==> src/rtl/adder_reg_10bits_pkg.sv <==
// adder_reg_10bits_pkg: shared width, reset value and PC type for the fetch-path PC core
package adder_reg_10bits_pkg;
  localparam int WIDTH = 10;
  typedef logic [WIDTH-1:0] pc_t;
  localparam pc_t RESET_VALUE = 10'h000;
endpackage

==> src/rtl/adder_reg_10bits_full_adder_1bit.sv <==
// full_adder_1bit: one ripple-carry cell; a,b,ci in -> s sum bit, co carry out
module full_adder_1bit (
  input  logic a,
  input  logic b,
  input  logic ci,
  output logic s,
  output logic co
);
  assign s  = a ^ b ^ ci;
  assign co = (a & b) | (a & ci) | (b & ci);
endmodule

==> src/rtl/adder_reg_10bits.sv <==
// adder_reg_10bits: PC core; sum/cout = a+b+cin (ripple), q captures sum on clk when wen, async active-low rst
module adder_reg_10bits
  import adder_reg_10bits_pkg::*;
(
  input  logic clk,
  input  logic rst,
  input  pc_t  a,
  input  pc_t  b,
  input  logic cin,
  input  logic wen,
  output pc_t  sum,
  output logic cout,
  output pc_t  q
);
  logic [WIDTH:0] c;
  assign c[0] = cin;
  for (genvar i = 0; i < WIDTH; i++) begin : g_fa
    full_adder_1bit u_fa (
      .a (a[i]),
      .b (b[i]),
      .ci(c[i]),
      .s (sum[i]),
      .co(c[i+1])
    );
  end
  assign cout = c[WIDTH];
  always_ff @(posedge clk or negedge rst)
    if (!rst) q <= RESET_VALUE;
    else if (wen) q <= sum;
endmodule

==> config.mk <==
export PLATFORM = sky130hd
export DESIGN_NAME = adder_reg_10bits
export DESIGN_NICKNAME = d
export VERILOG_FILES = /design/src/rtl/adder_reg_10bits_pkg.sv /design/src/rtl/adder_reg_10bits_full_adder_1bit.sv /design/src/rtl/adder_reg_10bits.sv
export SDC_FILE = /design/constraint.sdc
export NUM_CORES = 1
export LEC_CHECK = 0
export ABC_CLOCK_PERIOD_IN_PS = 13300
export CAP_MARGIN = 25
export CORE_UTILIZATION = 40
export CTS_BUF_LIST = sky130_fd_sc_hd__clkbuf_2 sky130_fd_sc_hd__clkbuf_4 sky130_fd_sc_hd__clkbuf_8
export CTS_CLUSTER_DIAMETER = 60
export CTS_CLUSTER_SIZE = 28
export DETAILED_ROUTE_END_ITERATION = 10
export PLACE_DENSITY_LB_ADDON = 0.08
export SLEW_MARGIN = 20
export SYNTH_ARGS = -nofsm -noshare
export SYNTH_HDL_FRONTEND = slang
export SYNTH_SLANG_ARGS = --single-unit
==> constraint.sdc <==
create_clock -name clk -period 13.3 [get_ports clk]
set_clock_uncertainty 0.2 [all_clocks]
set_input_delay 2.66 -clock clk [delete_from_list [all_inputs] [get_ports clk]]
set_output_delay 2.66 -clock clk [all_outputs]
set_load 0.03 [all_outputs]
After elaboration in Yosys (flattened, before gate mapping):

Cells that the tools add are included.

* register bits after elaboration: 10
* output and inout port bits: 21
* word-level logic and storage cells: 71

* bitwise operators: 70

Operator list (count)
* 1-bit AND: 30
* 1-bit OR: 20
* 1-bit XOR: 20

Logic depth before layout (Yosys ltp):

* word-level depth: 30
* depth in mapped cells: 15
* depth with buffers taken out: 14

Hierarchy:

Synthesis repeated with hierarchy kept, for this count alone.

* cell total of the unflattened synthesis: 31
* area total of the unflattened synthesis: 611.8 um2

Modules (own cells, without submodules)
* adder_reg_10bits: instances 1, cells an instance 21, area an instance 411.6 um2, sequential area each 250.2 um2
* full_adder_1bit: instances 10, cells an instance 1, area an instance 20.0 um2, sequential area each 0.0 um2

Worst setup path after synthesis:

No wires, ideal clock.

* kind: in2out
* start: in a[0]
* end: out sum[9]
* arrival time: 6.605 ns
* required time: 10.440 ns
* setup slack: 3.835 ns
* stages: 15
* cells stage by stage: inv_1 -> fa_1 -> inv_1 -> fa_1 -> fa_1 -> fa_1 -> fa_1 -> fa_1 -> fa_1 -> fa_1 -> fa_1 -> inv_1 -> fa_1 -> inv_1 -> buf_4

* cells in the longest elaborated chain, start to end: 28

Ends and longest elaborated chain
* start, declared: line adder_reg_10bits.sv:7 `input pc_t a,`
* 1-bit AND: line adder_reg_10bits_full_adder_1bit.sv:10 `assign co = (a & b) | (a & ci) | (b & ci);`
* 1-bit OR * (2 in a row): line adder_reg_10bits_full_adder_1bit.sv:10
* 1-bit AND: line adder_reg_10bits_full_adder_1bit.sv:10
* 1-bit OR: line adder_reg_10bits_full_adder_1bit.sv:10
* 1-bit OR *: line adder_reg_10bits_full_adder_1bit.sv:10
* 1-bit AND: line adder_reg_10bits_full_adder_1bit.sv:10
* 1-bit OR: line adder_reg_10bits_full_adder_1bit.sv:10
* 1-bit OR *: line adder_reg_10bits_full_adder_1bit.sv:10
* [... 11 more ...]
* 1-bit OR *: line adder_reg_10bits_full_adder_1bit.sv:10
* 1-bit AND: line adder_reg_10bits_full_adder_1bit.sv:10
* 1-bit OR: line adder_reg_10bits_full_adder_1bit.sv:10
* 1-bit OR *: line adder_reg_10bits_full_adder_1bit.sv:10
* 1-bit AND: line adder_reg_10bits_full_adder_1bit.sv:10
* 1-bit OR: line adder_reg_10bits_full_adder_1bit.sv:10
* 1-bit OR *: line adder_reg_10bits_full_adder_1bit.sv:10
* 1-bit XOR *: line adder_reg_10bits_full_adder_1bit.sv:9 `assign s = a ^ b ^ ci;`
* end, declared: line adder_reg_10bits.sv:11 `output pc_t sum,`

Mark *: on every way between the ends. The rest lies on a longest branch, timed or not.

Worst setup path in the final report:

Ends and elaborated chain as after synthesis.

==> flow_summary.ini <==
[grt]
grt_pass1_wl_mm = 2.26
antenna_found_initial = 0
grt_usage_pct = 16.9
grt_max_degree = 12
grtUsageMet3_pct = 5.71
use_met1_pct = 20.2
top_usage_layer = met2
grt_pass1_vias = 479
gr-usage-met2_pct = 27.6
gr-total-overflow = 0

[sta]
slew_violations = 0
setup_tns_ns = 0
tightest_slew_ns = 0.635
setup_violations = 0
fmax_ghz = 0.0951
period_share_pct = 79.1
relSlewSlack_pct = 57.5
rsz0062_at_grt = no
hold_viol = 0
period_minus_slack_ns = 10.52

[synthesis]
synthDistinctLibCells = 9
yosysTopAreaCellShare_pct = 35.0
synth_top_area_cell = dfrtp_1
synthAdderAreaFrac_pct = 28.0
synth_edf_count = 0
async_flop_share_pct = 100
yosys-top-cells-count = buf_4 (10), dfrtp_1 (10), fa_1 (10), inv_1 (10), mux2_4 (8)
synthTopCellsByArea = dfrtp_1 (35%), fa_1 (28%), mux2_4 (17%), buf_4 (11%), inv_1 (5.3%)
ys_warn_count = 0
synthCells = 52
syn_avg_cell_area_sq_um = 13.7
synth_nets = 86
synth_seq_cells = 10
synthFlopType = dfrtp_1
muxShareOfSynthArea_pct = 18.4
synth_compound_area_share_pct = 0.701
yosys.area_share.simple_pct = 0.525
synth_xor_area_share_pct = 0
synth_area_sq_um = 714
synth_seq_area_share_pct = 35.0
synth_top_family_by_area = adder cells

[setup_path]
cpPeakStageDelay_ns = 0.66
path_delay_family = adder cells
slowest_stage = clkdlybuf4s50_1
crit_fanout = 2
reg2reg_depth = 1
cp.arrival_ns = 7.66
path_cells = clkdlybuf4s50_1 > inv_1 > fa_1 > inv_1 > fa_1 > fa_1 > fa_1 > fa_1 > fa_1 > fa_1 > fa_1 > fa_1 > inv_1 > fa_1 > inv_1 > clkdlybuf4s50_1
crit_path_frequent_cell = fa_1
startpoint_type = input port
worstPathRequired_ns = 10.44
cp_num_buf_inv = 6
worstSetupEndpointType = output port
worstSetupPathType = in -> out
critical_path_depth = 16

[pwr]
power_w = 0.000154
swShare_pct = 38.1
power_frac_clock_pct = 18.5
power.share.sequential_pct = 27.0
peakVddDrop_v = 0.0000775
power_frac_comb_pct = 54.5
power_leakage_nw = 0.509
p_int_w = 0.0000953
p_per_area_mw_per_mm2 = 136
p_sw_w = 0.0000585

[outcome]
run_status = finished with violations
violations = DRC

[final_layout]
antenna_cells = 0
largest_register_ff_count = 10
regMostFlops = q
synthToLayoutAreaGrowth_pct = 58.8
nets = 124
drive_above_1_share_pct = 14.6
final_util_pct = 71.2
top_regs = q (10)

[floorplanning]
die_w_um = 44.3
core_area_sq_mm = 0.00159
initial_core_util_pct = 44.8
rows = 14
num_io_pins = 45
die_h_um = 44.3
die_area_sq_mm = 0.00196

[route]
via_count = 484
detail-route-antenna-nets = 0
drt_iter0_markers = 11
routed_via_density = 4.28
post_drt_wl_per_cell_um = 11.9
routed_wl_mm = 1.35
drt_pass1_iterations = 7
drc = 3

[clock_network]
cts_buffers = 3
cts_setup_buffers = 0
cts_hold_buf = 0
htreeDepth = 1
insertion_delay_ns = 0.27
clock-root-buffer = clkbuf_4
clk_path_buf_depth = 2
cts_tree = done
cts.clk_slew.worst_paths_ns = 0.07
post_cts_resized = 0
cts_sinks = 10

[place]
port_buffers = 44
gp_congestion = 0.700
hpwl_mm = 1.11

[worst_hold_path]
holdPathStages = 1
hold_path.class = reg -> reg

[job]
maxCapViolCount = 0
## placed cells by master, fill, tap and decap left out
cell | netlist | final
clkdlybuf4s50_1 | 0 | 44
fa_1 | 10 | 10
nor2_1 | 1 | 1
mux2_4 | 8 | 8
a21oi_1 | 1 | 1
clkbuf_8 | 0 | 1
inv_1 | 10 | 10
mux2_2 | 1 | 1
clkbuf_4 | 0 | 3
dfrtp_1 | 10 | 10
## power by group through the flow
stage	Combinational, W	Sequential [W]	Clock, W
after global placement	0.0000839	0.0000418	0
after detailed placement	0.0000847	0.0000419	0
final	0.0000838	0.0000415	0.0000285
after CTS	0.0000848	0.0000416	0.0000287
after floorplan	0.0000406	0.0000562	0
after global routing	0.0000893	0.0000424	0.0000301
## cell families after synthesis
logic type               Yosys count
AO/OA/AOI/OAI                      1
adder cells (fa/ha/maj)           10
buffers and inverters             21
flip-flops                        10
multiplexers                       9
AND/OR/NAND/NOR                    1
## per-stage QoR
stage,worst slack (ns),hold slack [ns],instances,cell area (sq um)
6_report,2.78,0.305,113,1130
5_1_grt,2.53,0.324,113,1130
4_1_cts,2.74,0.310,113,1130
3_5_place_dp,2.74,0.295,109,1100
3_3_place_gp,2.80,0.291,109,1100
2_1_floorplan,3.84,0.473,52,714
## per-layer routing
layer  up-vias  share of wire (%)
met3         0                 12
li1        220                  -
met4         0                  0
met2        34                 51
met1       230                 36
met5         -                  0
## final timing paths
path	from	to	slack (ns)
max in group asynchronous	rst	q[9]	10.06
setup reg to reg	q[4]	q[4]	12.32
hold / removal	q[0]	q[0]	0.31
setup / recovery	a[0]	sum[9]	2.78
hold reg to reg	q[0]	q[0]	0.31
min in group asynchronous	rst	q[3]	2.50
## final cells by class
cell class,instances,area [sq um]
clock buffer,4,36.3
fill,123,459
inverter,10,37.5
multi-input combinational,21,340
sequential,10,250
tap,24,30.0
timing repair buffer,44,440
Note: power is estimated with default switching activity, not from simulation.
